==> src/rtl/stage_monitor.sv <==
// Debug/performance monitor for GAT pipeline stages: per-stage handshake flags,
// event and latency counters, a cycle counter and a one-shot address-triggered capture.
module stage_monitor #(
    parameter int NUM_STAGES = 4,
    parameter int CNT_W      = 32,
    parameter int ADDR_W     = 16,
    parameter int CAP_W      = 32,
    parameter int SEL_W      = 8
) (
    input  logic                  clk,
    input  logic                  rst_n,
    input  logic                  clear_i,
    input  logic [NUM_STAGES-1:0] vld_i,
    input  logic [NUM_STAGES-1:0] rdy_i,
    input  logic                  arm_i,
    input  logic                  trig_en_i,
    input  logic [ADDR_W-1:0]     trig_addr_i,
    input  logic [ADDR_W-1:0]     match_addr_i,
    input  logic [CAP_W-1:0]      cap_data_i,
    input  logic [SEL_W-1:0]      sel_i,
    output logic [31:0]           dbg_o,
    output logic                  captured_o
);

    typedef enum logic [1:0] {
        IDLE  = 2'd0,
        ARMED = 2'd1,
        DONE  = 2'd2
    } cap_state_t;

    localparam logic [CNT_W-1:0] CNT_MAX = '1;

    logic [NUM_STAGES-1:0] vld_seen;
    logic [NUM_STAGES-1:0] rdy_seen;
    logic [NUM_STAGES-1:0] vld_d;
    logic [CNT_W-1:0]      evt [NUM_STAGES];
    logic [CNT_W-1:0]      lat [NUM_STAGES];
    logic [CNT_W-1:0]      cyc;
    logic [CNT_W-1:0]      cap_ts;
    logic [CAP_W-1:0]      cap_reg;
    cap_state_t            state;
    cap_state_t            next_state;
    logic                  fire;
    logic [31:0]           rd_word;
    logic [31:0]           sel_ext;

    always_ff @(posedge clk or negedge rst_n) begin
        if (!rst_n) begin
            vld_seen <= '0;
            rdy_seen <= '0;
            vld_d    <= '0;
        end else if (clear_i) begin
            vld_seen <= '0;
            rdy_seen <= '0;
            vld_d    <= '0;
        end else begin
            vld_seen <= vld_seen | vld_i;
            rdy_seen <= rdy_seen | rdy_i;
            vld_d    <= vld_i;
        end
    end

    // Latency counts while the registered flags say "valid seen, ready not yet seen".
    always_ff @(posedge clk or negedge rst_n) begin
        if (!rst_n) begin
            for (int k = 0; k < NUM_STAGES; k++) begin
                evt[k] <= '0;
                lat[k] <= '0;
            end
        end else if (clear_i) begin
            for (int k = 0; k < NUM_STAGES; k++) begin
                evt[k] <= '0;
                lat[k] <= '0;
            end
        end else begin
            for (int k = 0; k < NUM_STAGES; k++) begin
                if (vld_i[k] && !vld_d[k] && evt[k] != CNT_MAX)
                    evt[k] <= evt[k] + CNT_W'(1);
                if (vld_seen[k] && !rdy_seen[k] && lat[k] != CNT_MAX)
                    lat[k] <= lat[k] + CNT_W'(1);
            end
        end
    end

    always_ff @(posedge clk or negedge rst_n) begin
        if (!rst_n)
            cyc <= '0;
        else if (clear_i)
            cyc <= '0;
        else if (cyc != CNT_MAX)
            cyc <= cyc + CNT_W'(1);
    end

    always_ff @(posedge clk or negedge rst_n) begin
        if (!rst_n)
            state <= IDLE;
        else if (clear_i)
            state <= IDLE;
        else
            state <= next_state;
    end

    // A trigger in ARMED takes precedence over a repeated arm in the same cycle.
    always_comb begin
        next_state = state;
        fire       = 1'b0;
        case (state)
            IDLE: begin
                if (arm_i)
                    next_state = ARMED;
            end
            ARMED: begin
                if (trig_en_i && trig_addr_i == match_addr_i) begin
                    fire       = 1'b1;
                    next_state = DONE;
                end
            end
            DONE:    next_state = DONE;
            default: next_state = IDLE;
        endcase
    end

    always_ff @(posedge clk or negedge rst_n) begin
        if (!rst_n) begin
            cap_reg <= '0;
            cap_ts  <= '0;
        end else if (clear_i) begin
            cap_reg <= '0;
            cap_ts  <= '0;
        end else if (fire) begin
            cap_reg <= cap_data_i;
            cap_ts  <= cyc;
        end
    end

    assign captured_o = (state == DONE);
    assign sel_ext    = 32'(sel_i);

    always_comb begin
        rd_word = 32'hDEAD_BEEF;
        case (sel_ext)
            32'd0: begin
                rd_word = '0;
                for (int k = 0; k < NUM_STAGES; k++) begin
                    rd_word[2*k]   = vld_seen[k];
                    rd_word[2*k+1] = rdy_seen[k];
                end
            end
            32'd1:   rd_word = 32'(cyc);
            32'd2:   rd_word = 32'(cap_reg);
            32'd3:   rd_word = 32'(cap_ts);
            32'd4:   rd_word = {30'b0, state};
            default: begin
                for (int k = 0; k < NUM_STAGES; k++) begin
                    if (sel_ext == 32'(8 + 2*k))
                        rd_word = 32'(evt[k]);
                    if (sel_ext == 32'(9 + 2*k))
                        rd_word = 32'(lat[k]);
                end
            end
        endcase
    end

    always_ff @(posedge clk or negedge rst_n) begin
        if (!rst_n)
            dbg_o <= '0;
        else if (clear_i)
            dbg_o <= '0;
        else
            dbg_o <= rd_word;
    end

endmodule

==> config.mk <==
export PLATFORM = sky130hd
export DESIGN_NAME = stage_monitor
export DESIGN_NICKNAME = d
export VERILOG_FILES = /design/src/rtl/stage_monitor.sv
export SDC_FILE = /design/constraint.sdc
export NUM_CORES = 1
export LEC_CHECK = 0
export BUFFER_PORTS_ARGS = -buffer_cell sky130_fd_sc_hd__buf_2
export CAP_MARGIN = 5
export CORE_MARGIN = 2
export CORE_UTILIZATION = 40
export DETAILED_ROUTE_END_ITERATION = 8
export PLACE_DENSITY = 0.62
export SLEW_MARGIN = 30
export SYNTH_ARGS = -nofsm -noshare
export SYNTH_HDL_FRONTEND = slang
export SYNTH_SLANG_ARGS = --single-unit
==> constraint.sdc <==
create_clock -name clk -period 2.25 [get_ports clk]
set_input_delay 0.675 -clock clk [delete_from_list [all_inputs] [get_ports clk]]
set_output_delay 0.675 -clock clk [all_outputs]
set_load 0.005 [all_outputs]
==> run summary <==
status: finished, final reports clean
Avg Cell Area, Syn: 9.60 µm²
Synth Area in Adders: 0.00693
met2 usage: 0.394
Total GRT Usage: 0.256
Top FF cell, synth: dfrtp_1
Fillers: 4871
Final Skew: 0.0307 ns
syn_nets: 2354
clk sink count: 398
post-placement cell count: 3219
nets@finish: 2673
leak pwr: 11.5 nW
clk root buf: clkbuf_16
clk buf depth: 3
aggregate global routing overflow: 0
final hold vios: 0
die width: 237 µm
FP Rows: 85
initial antenna violation count: 1
cell area after synthesis: 21700 µm²
post-synthesis simple-gate area fraction: 0.224
asr flop ratio synth: 1.00
core area: 53700 µm²
DR pass1 iterations: 7
Avg Vias per Cell: 5.82
worst hold stages: 3
gpl congestion: 0.931
CP delay by family, top: flip-flops
Reg-to-Reg End: evt[84]$_DFFE_PN0P_
vias in the first global route: 18.7k
largest net degree at the start of global routing: 87
DP HPWL: 54.3 mm
Max Clock Freq: 467 MHz
ANT nets after route: 0
Max-cap violations: 0
port bufs: 117
TritonCTS clock tree: yes
flops & latches, synth: 398
Final min period: 2.14 ns
largest family of logic cells by synthesized area: simple AND/OR/NAND/NOR gates
via count: 19.3k
Ports: 118
DRC violation total after the first TritonRoute iteration: 1732
CP Capture Type: output pin
average routed wire per standard cell: 21.8 µm
Synth Area in XOR/XNOR: 0.101
Finished Layout Cells: 3309
synthesized instance count: 2257
drt drc: 0
Hold EP: rdy_seen[1]$_DFF_PN0_
r2r startpoint: evt[64]$_DFFE_PN0P_
Post-synth EDFFs: 0
Most Crowded Layer GR: met2
CP required: 1.57 ns
PD cells: 625 nW/µm²
max_slew headroom: 0.607
Starting Density: 0.403
multiplexer share of the synthesized area: 0.0479
Die ar.: 56000 µm²
crit path cell chain: inv_1, ha_1, buf_2
Synth cell types: 72
first-pass GRT wire length: 111 mm
met3 usage: 0.0540
share of layout cells above drive strength 1: 0.209
Compound-Gate Fraction of Synth Area: 0.132
yosys warns: 0
final WL: 72.2 mm
crit share post-route: 0.952
max incr delay on CP: 0.44 ns
H-tree lvl count: 2
Setup CP Type: reg -> out
crit path max-delay cell type: dfrtp_1
max-slew violations: 0
Buf+Inv Stages, Crit Path: 2
FF-to-FF path depth: 8
sequential fraction of the synthesis area: 0.460
Worst-path clk slew: 0.06 ns
met1 Use GR: 0.358
Pwr Total: 16.7 mW
RSZ-0062 raised after global routing: yes
worst vdd ir: 0.000532 V
clock latency on the worst-skew pair: 0.60 ns
clock buffer count from CTS: 47
Worst R2R Setup Slack: 0.11 ns
setup violators final: 0
Worst Min Path Start: rdy_i[1]
Regs by FF count: evt x128, lat x128
Worst Tran Pin Value: 0.573 ns
fin util: 0.498
CP Launch Type: flip-flop
Die Y: 237 µm
Critical Path AT: 1.47 ns
CP max FO: 4
Hold WC Path Type: in -> reg
Layout area overhead: 23.5%
## worst register-to-register path: cells and delay by family (launching register included)
| family | cells | cell delay, ns |
|---|---|---|
| buffers and inverters | 1 | 0.16 |
| AND/OR/NAND/NOR | 4 | 0.98 |
| flip-flops | 1 | 0.35 |
| AO/OA/AOI/OAI | 1 | 0.17 |
| XOR/XNOR | 1 | 0.17 |
| adder cells (fa/ha/maj) | 1 | 0.18 |
## cell usage after synthesis, types with 4 or more instances
| cell | count | area (µm²) |
|---|---|---|
| o22ai_1 | 47 | 294 |
| a22o_1 | 88 | 771 |
| xnor2_1 | 88 | 771 |
| a211oi_1 | 13 | 97.6 |
| nand2_1 | 141 | 529 |
| nor3b_1 | 7 | 52.6 |
| or2_2 | 4 | 25.0 |
| mux4_2 | 33 | 743 |
| xor2_1 | 163 | 1430 |
| nor2_1 | 327 | 1230 |
| mux2i_1 | 26 | 260 |
| nor2b_1 | 14 | 87.6 |
| inv_1 | 28 | 105 |
| nor3_1 | 52 | 260 |
| clkbuf_1 | 92 | 345 |
| o211ai_1 | 6 | 45.0 |
| a21boi_0 | 6 | 45.0 |
| nor4_2 | 6 | 75.1 |
| nand4_1 | 107 | 669 |
| a221oi_1 | 41 | 359 |
| o21ai_0 | 86 | 430 |
| buf_2 | 17 | 85.1 |
| buf_1 | 12 | 45.0 |
| nor4b_1 | 4 | 35.0 |
| nor4_1 | 21 | 131 |
| ha_1 | 12 | 150 |
| a22oi_1 | 4 | 30.0 |
| a21oi_1 | 71 | 355 |
| or3_1 | 42 | 263 |
| and4_1 | 30 | 263 |
| dfrtp_1 | 398 | 9960 |
| and2_1 | 14 | 87.6 |
| nand2b_1 | 9 | 56.3 |
| nand3_1 | 125 | 626 |
| a31oi_1 | 9 | 56.3 |
| and3_1 | 55 | 344 |
## report_power, final
part	internal (mW)	total (mW)	switching (mW)	leakage, nW
combinational	0.521	1.33	0.812	5.21
sequential	7.24	7.33	0.0913	5.48
clock	4.84	8.05	3.21	0.804
total	12.6	16.7	4.11	11.5
## metal layers
layer / vias to the layer above / share of wire
li1: 8871 / -
met1: 9640 / 0.44
met2: 648 / 0.45
met3: 115 / 0.075
met4: 0 / 0.034
met5: - / 0
## cell type report
type | instances | area (µm²) | share of cell area
diodes | 1 | 2.50 | 0.0000935
flip-flops and latches | 398 | 9960 | 0.372
well taps | 696 | 871 | 0.0326
multi-input cells | 1706 | 11200 | 0.418
clock inverters | 21 | 285 | 0.0107
inverters | 30 | 113 | 0.00421
repair buffers | 393 | 3010 | 0.112
clock buffers | 64 | 1330 | 0.0497
## cell usage in the layout, fill, tap and decap left out, types with 50 or more instances in the layout
master	instances
dfrtp_1	398
nor3_1	50
nand2_1	141
nand4_1	107
and3_1	55
buf_4	250
nor2_1	327
xor2_1	163
nand3_1	125
a22o_1	88
a21oi_1	70
buf_2	114
o21ai_0	86
xnor2_1	88
## kinds of logic after synthesis
logic type	count (synthesis)
muxes	62
buffers and inverters	153
AOI/OAI and AO/OA	410
DFF	398
and+or+nand+nor	971
adders and majority gates	12
xor gates and xnor gates	251
## stage by stage
step                instance area [µm²]  setup TNS [ns]  hold slack (ns)  setup slack [ns]
global placement                  25000          -12.92            0.484            -0.246
global route                      26800         -0.0362            0.291           -0.0184
detailed placement                25000          -15.07            0.491            -0.256
finish                            26800               0            0.292             0.107
CTS                               26700               0            0.267            0.0350
floorplan                         21700         -0.0215            0.379           -0.0108
## how the worst max path moves through the flow
stage / startpoint / to / cells after the start
2_1_floorplan: sel_i[5] / dbg_o[7]$_DFF_PN0_ / 7
3_3_place_gp: sel_i[5] / dbg_o[1]$_DFF_PN0_ / 9
3_5_place_dp: sel_i[1] / dbg_o[24]$_DFF_PN0_ / 9
4_1_cts: evt[64]$_DFFE_PN0P_ / evt[90]$_DFFE_PN0P_ / 9
5_1_grt: evt[65]$_DFFE_PN0P_ / evt[84]$_DFFE_PN0P_ / 8
6_report: state[0]$_DFFE_PN0P_ / captured_o / 3
## repair_timing
action,4_1_cts,5_1_grt
hold buffers,1,0
hold endpoints to repair,28,0
gates resized for setup,0,13
setup buffers,0,3
setup endpoints to repair,0,31
Note: power is estimated with default switching activity, not from simulation.
